--- config.mk ---
export PLATFORM = sky130hd
export DESIGN_NAME = mini_machine
export DESIGN_NICKNAME = d
export VERILOG_FILES = /design/src/rtl/mini_machine.sv
export SDC_FILE = /design/constraint.sdc
export NUM_CORES = 1
export LEC_CHECK = 0
export CORE_MARGIN = 2
export CORE_UTILIZATION = 35
export CTS_CLUSTER_DIAMETER = 120
export DETAILED_ROUTE_END_ITERATION = 8
export GPL_TIMING_DRIVEN = 0
export SLEW_MARGIN = 20
export SYNTH_ARGS = -nofsm -noshare
export SYNTH_HDL_FRONTEND = slang
export SYNTH_SLANG_ARGS = --single-unit
--- constraint.sdc ---
create_clock -name clk -period 1.65 [get_ports clk]
set_input_delay 0.4125 -clock clk [delete_from_list [all_inputs] [get_ports clk]]
set_output_delay 0.4125 -clock clk [all_outputs]
set_load 0.005 [all_outputs]
--- src/rtl/mini_machine.sv ---
// Timer-driven accumulator micro-system with an 8-bit output port and a seven-segment driver.
// Build option: define MINI_MACHINE_SATURATE_EN to clamp the accumulator at all-ones instead of wrapping.
module mini_machine #(
    parameter int unsigned TIMER_PRESET = 16
) (
    input  logic        clk,
    input  logic        mips_rst,
    input  logic        timer_rst,
    input  logic        segment_rst,
    input  logic [31:0] DIn,
    output logic [7:0]  DOut,
    output logic [7:0]  segment
);

    localparam logic [15:0] TimerReload = 16'(TIMER_PRESET - 1);

    typedef enum logic [1:0] {StIdle, StLoad, StAdd} state_e;

    logic [15:0] cnt_q;
    logic        irq_q;

    state_e      state_q, state_d;
    logic [31:0] acc_q, acc_d;
    logic [31:0] din_q, din_d;
    logic        pend_q, pend_d;
    logic [7:0]  dout_q, dout_d;
    logic [31:0] acc_next;

    logic [6:0]  seg_hex;
    logic        seg_dp;

    // Timer: one-cycle irq pulse every TIMER_PRESET edges.
    always_ff @(posedge clk or posedge timer_rst) begin
        if (timer_rst) begin
            cnt_q <= TimerReload;
            irq_q <= 1'b0;
        end else if (cnt_q == 16'd0) begin
            cnt_q <= TimerReload;
            irq_q <= 1'b1;
        end else begin
            cnt_q <= cnt_q - 16'd1;
            irq_q <= 1'b0;
        end
    end

`ifdef MINI_MACHINE_SATURATE_EN
    logic [32:0] acc_sum;
    assign acc_sum  = {1'b0, acc_q} + {1'b0, din_q};
    assign acc_next = acc_sum[32] ? 32'hFFFF_FFFF : acc_sum[31:0];
`else
    assign acc_next = acc_q + din_q;
`endif

    always_ff @(posedge clk or posedge mips_rst) begin
        if (mips_rst) begin
            state_q <= StIdle;
            acc_q   <= 32'd0;
            din_q   <= 32'd0;
            pend_q  <= 1'b0;
            dout_q  <= 8'h00;
        end else begin
            state_q <= state_d;
            acc_q   <= acc_d;
            din_q   <= din_d;
            pend_q  <= pend_d;
            dout_q  <= dout_d;
        end
    end

    always_comb begin
        state_d = state_q;
        acc_d   = acc_q;
        din_d   = din_q;
        pend_d  = pend_q;
        dout_d  = dout_q;
        unique case (state_q)
            StIdle: begin
                if (irq_q || pend_q) begin
                    din_d   = DIn;
                    pend_d  = 1'b0;
                    state_d = StLoad;
                end
            end
            StLoad: begin
                acc_d   = acc_next;
                state_d = StAdd;
                if (irq_q) pend_d = 1'b1;
            end
            StAdd: begin
                dout_d  = acc_q[7:0];
                state_d = StIdle;
                // An irq on the return edge is kept and serviced from IDLE next edge.
                if (irq_q) pend_d = 1'b1;
            end
            default: state_d = StIdle;
        endcase
    end

    assign DOut = dout_q;

    always_comb begin
        seg_hex = 7'h7F;
        unique case (dout_q[3:0])
            4'h0: seg_hex = 7'h40;
            4'h1: seg_hex = 7'h79;
            4'h2: seg_hex = 7'h24;
            4'h3: seg_hex = 7'h30;
            4'h4: seg_hex = 7'h19;
            4'h5: seg_hex = 7'h12;
            4'h6: seg_hex = 7'h02;
            4'h7: seg_hex = 7'h78;
            4'h8: seg_hex = 7'h00;
            4'h9: seg_hex = 7'h10;
            4'hA: seg_hex = 7'h08;
            4'hB: seg_hex = 7'h03;
            4'hC: seg_hex = 7'h46;
            4'hD: seg_hex = 7'h21;
            4'hE: seg_hex = 7'h06;
            4'hF: seg_hex = 7'h0E;
        endcase
    end

    // Decimal point lit (low) when the high nibble is non-zero.
    assign seg_dp = (dout_q[7:4] == 4'h0);

    always_ff @(posedge clk or posedge segment_rst) begin
        if (segment_rst) begin
            segment <= 8'hFF;
        end else begin
            segment <= {seg_dp, seg_hex};
        end
    end

endmodule

======== Word level (Yosys, flattened, before mapping) ========
Memories as Yosys holds them, arrays and structs flattened. A register that Yosys moved wholly into a read port is not among the register bits.
Index checks and enable logic that the tools add are counted.
storage, ports and cells
  register bits after elaboration ......... 100
  bits in read-only memories .............. 112
  output and inout port bits .............. 16
  word-level logic and storage cells ...... 30
  memories ................................ 1
memory list
  memory           words  bits a word  rd ports  clocked after Yosys merged registers in  wr ports  line  source
  (no name shown)  16     7            1         1                                        0         103   unique case (dout_q[3:0])
cells by class
  add/sub/neg operators ................... 2
  equal/unequal tests ..................... 4
  mux-type cells .......................... 7
  reductions and logical operators ........ 8
operators by type and width
  operator               count
  $add 32x32->32         1
  $logic_not 16->1       1
  $mux 16                1
  $sub 16x1->16 const B  1
  $logic_not 4->1        1
  $pmux 2 s2             1
  $mux 1                 3
  $reduce_and 3->1       1
  $eq 2x1->1 const B     1
  $eq 2x2->1 const B     1
  $logic_not 2->1        1
  $mux 2                 1
  $ne 2x1->1 const B     1
  $ne 2x2->1 const B     1
  $pmux 1 s2             1
  $reduce_and 2->1       1
  $reduce_bool 2->1      1
  $reduce_or 2->1        1
  $logic_or 1x1->1       1

======== Depth between registers and ports, before layout ========
  word-level depth ........................ 4
  gate-level depth with buffers ........... 7
  gate-level depth less buffers ........... 7

======== Least setup slack after synthesis ========
Ideal clock, no wire load.
  path kind ............................... register to register
  from .................................... reg acc_q[1]
  to ...................................... reg acc_q[5]
  library setup time ...................... 0.125 ns
  arrival ................................. 1.491 ns
  setup slack ............................. 0.034 ns
  stages on the path, launching flop included .. 6
  clock period less this slack ............ 1.616 ns
  cells stage by stage .................... dfrtp_1 -> ha_1 -> a21oi_1 -> o2111ai_1 -> xor2_1 -> mux2_2
on the way
  cells in the longest elaborated chain, start to end .. 1
RTL lines
  what                      line  source
  start: declaration        23    logic [31:0] acc_q, acc_d;
  start signal: assignment  57    acc_q <= 32'd0;
  start signal: assignment  63    acc_q <= acc_d;
  $add 32x32->32            51    assign acc_next = acc_q + din_q;
Every way passes these cells.
A chain may end at the register's enable or synchronous reset.

======== Worst setup path in the final report ========
  from .................................... reg din_q[0]
  to ...................................... reg acc_q[6]
on the way
  cells in the longest elaborated chain, start to end .. 1
RTL lines
  what                      line  source
  start: declaration        24    logic [31:0] din_q, din_d;
  start signal: assignment  64    din_q <= din_d;
  $add 32x32->32            51
Every way passes these cells.

==> results.py <==
metrics = {
    "run_status": {
        "status": "complete, but fails checks",
        "violations": "setup timing",
    },
    "final_layout": {
        "multi_input_area_sq_mm": 0.00145,
        "fillers": 664,
        "regArea_sq_mm": 0.00132,
        "syn2layout_area_growth_pct": 30.7,
        "drive_above_1_share": 0.308,
        "fin_nets": 343,
        "post_layout_nonfiller_instances": 388,
        "diodes": 0,
    },
    "grt": {
        "grt_start_max_net_pins": 28,
        "grtUsageTotal": 0.122,
        "grt_first_pass_wirelength_um": 8300,
        "gr-total-overflow": 0,
        "first_global_vias": 1784,
        "antenna_found_initial": 0,
    },
    "critical_path": {
        "crit-reg2reg-capture": "acc_q[6]",
        "crit_chain": "ha_4 -> inv_2 -> fa_2 -> nor2b_4 -> o31a_1 -> o21a_1 -> o211ai_1",
        "worstSetupEndpointType": "flip-flop",
        "crit_slowest_cell": "dfrtp_1",
        "timing.rr.start": "din_q[0]",
        "startpoint": "din_q[0]",
        "cp.arrival_ps": 1880,
        "r2r_slack_ps": -20,
        "required_ps": 1860,
        "r2r_cells": 7,
        "critPathMaxFanout": 3,
        "critPathKind": "reg2reg",
        "endpoint": "acc_q[6]",
        "start_kind": "flip-flop",
        "cpPeakStageDelay_ps": 420,
    },
    "route": {
        "wirelength_um": 5030,
        "via_per_inst": 4.77,
        "vias": 1852,
        "wl_per_cell_um": 13.0,
        "drt-pass1-iter-count": 4,
        "drc": 0,
        "drtIter0Drc": 72,
        "ant_nets": 0,
    },
    "yosys": {
        "yosysWarnings": 0,
        "yosysUniqueCellTypes": 48,
        "synth_area_sq_mm": 0.00269,
        "synth-edff-count": 0,
        "yosys.area.top_type_share": 0.372,
        "synth.yosys.seq_area_share": 0.490,
        "ys.flop_type": "dfrtp_1",
        "synth_top_family_by_area": "simple AND/OR/NAND/NOR gates",
        "synthMuxAreaShare": 0.104,
        "synth_top_cell_by_area": "dfrtp_1",
        "syn_area_per_cell_sq_um": 11.3,
        "synthArstFlopShare": 1.00,
        "ys_ff_latch": 52,
        "post_synth_and_or_nand_nor_area_fraction": 0.143,
        "synthTopCellsByCount": "dfrtp_1 (40), nor2_1 (24), mux2_2 (21), ha_1 (18), inv_1 (17)",
        "syn_inst": 237,
        "synth.net_count": 292,
        "synth_compound_area_frac": 0.0922,
        "yosysMostFrequentCell": "dfrtp_1",
        "synth_area_leaders": "dfrtp_1 (37%), dfstp_2 (12%), mux2_2 (8.8%), ha_1 (8.4%), nor2_1 (3.4%)",
        "synthAdderAreaFrac": 0.0912,
        "synthXorXnorAreaFrac": 0.0456,
    },
    "power_and_ir_drop": {
        "leakage_nw": 1.53,
        "ir_drop_v": 0.000505,
        "power.density_mw_per_mm2": 1210,
    },
    "sta": {
        "layout_setup_ws_ps": -15.4,
        "timing.final.crit_share": 1.01,
        "tns_ps": -27.7,
        "hold_viol": 0,
        "rsz0062_at_grt": "true",
        "finalMaxSlewViolations": 0,
        "tightestPinTransition_ps": 634,
        "slew-limit-headroom": 0.577,
        "fmaxAchievable_mhz": 600,
        "fin_crit_ps": 1670,
        "finalSetupViolations": 3,
        "fin_skew_ps": 12.9,
    },
    "cts": {
        "h-tree-depth": 2,
        "cts_buffers": 5,
        "clock-sinks": 52,
        "path_clk_slew_ps": 100,
        "cts_tree": "done",
        "clockBufferDepth": 2,
        "ctsHoldBuffers": 0,
        "clk_latency_ps": 300,
        "cts-root-buf": "clkbuf_8",
    },
    "die": {
        "fp-row-count": 31,
        "core-area_sq_mm": 0.00733,
        "floorplan.initialDensity": 0.367,
        "dieArea_sq_mm": 0.00840,
        "die_w_um": 91.6,
        "ioPinCount": 52,
        "die_y_um": 91.6,
    },
    "placement": {
        "dp_cells": 363,
        "hpwl_um": 3290,
        "gp_congestion": 0.849,
        "port_buffers": 27,
    },
    "job": {
        "cap_violations": 0,
    },
    "hold_path": {
        "hp-start": "DOut[4]",
        "worst_hold_path_type": "reg2reg",
    },
}
==> placed cells by master (no fill, tap or decap), types with 3 or more instances in the layout <==
master	instances
xnor2_1	5
a21oi_1	5
clkbuf_8	5
nor2_1	24
ha_4	5
a211oi_1	3
nand2b_1	5
buf_4	17
dfrtp_1	37
dfrtp_2	3
ha_1	12
xor2_1	9
mux2_2	19
clkbuf_1	4
dlygate4sd2_1	8
o21ai_0	6
clkdlybuf4s50_1	19
nand2_1	11
nand3_1	4
nor2b_1	3
o21a_1	4
inv_1	15
dfstp_2	12
==> how the worst min path moves through the flow <==
| stage | end | slack, ps | depth (start not counted) |
|---|---|---|---|
| 6_report | segment[7] | 440 | 1 |
| 5_1_grt | segment[7] | 460 | 1 |
| 4_1_cts | segment[7] | 440 | 1 |
| 3_5_place_dp | segment[7] | 430 | 1 |
| 3_3_place_gp | segment[7] | 420 | 1 |
| 2_1_floorplan | cnt_q[10] | 340 | 1 |
==> registers in the layout, indices dropped and copies added (netlist names) <==
signal,cells
pend_q,1
din_q,8
state_q,2
cnt_q,16
DOut,8
irq_q,1
acc_q,8
segment,8
==> worst max-delay path, delay by kind of cell (launching register included) <==
family | cells | cell delay (ps)
compound gates | 3 | 630
simple gates | 1 | 50
buf+inv | 1 | 50
flops | 1 | 420
fa+ha+maj | 2 | 410
==> logic make-up (layout without fill, tap and decap cells) <==
kind of cell / Yosys count / count (layout)
adders and majority gates: 19 / 19
buffers and inverters: 22 / 74
muxes: 24 / 24
DFF: 52 / 52
AOI/OAI and AO/OA: 36 / 36
xor gates and xnor gates: 14 / 14
and+or+nand+nor: 70 / 70
==> repair_timing <==
action	in CTS	in global routing
gates cloned	0	1
endpoints found under the setup margin	27	30
setup buffers	8	8
pin swaps	8	8
gates resized for setup	26	17
==> area by class of cell <==
class / count / area share
Buffer: 5 / 0.00855
Clock inverter: 2 / 0.0171
Multi-Input combinational cell: 163 / 0.413
Timing Repair Buffer: 44 / 0.112
Tap cell: 99 / 0.0353
Sequential cell: 52 / 0.376
Clock buffer: 6 / 0.0207
Inverter: 17 / 0.0182
==> stage by stage <==
step	worst slack [ps]	hold slack [ps]	util	area, sq um	total power [mW]
detailed placement	-146	428	0.420	3080	3.00
finish	-15.4	437	0.479	3510	4.26
CTS	-12.9	441	0.457	3350	4.09
global route	-107	458	0.479	3510	4.53
floorplan	34.0	336	-	2690	2.49
global placement	-153	424	0.420	3080	2.98
==> power breakdown <==
part / leakage, nW / total [mW] / switching (mW) / internal [mW]
clock network: 0.0654 / 1.01 / 0.404 / 0.606
logic: 0.848 / 1.51 / 0.652 / 0.856
registers: 0.620 / 1.74 / 0.168 / 1.57
total: 1.53 / 4.26 / 1.22 / 3.03
==> layer usage <==
layer / vias to the layer above / GRT usage / wire (um) / part of all wire
li1: 929 / - / - / -
met4: 0 / 0.0442 / 78 / 0.016
met3: 8 / 0.0296 / 196 / 0.039
met5: - / 0 / 0 / 0
met1: 874 / 0.167 / 2460 / 0.49
met2: 41 / 0.187 / 2290 / 0.46
(Power assumes the default switching activity.)
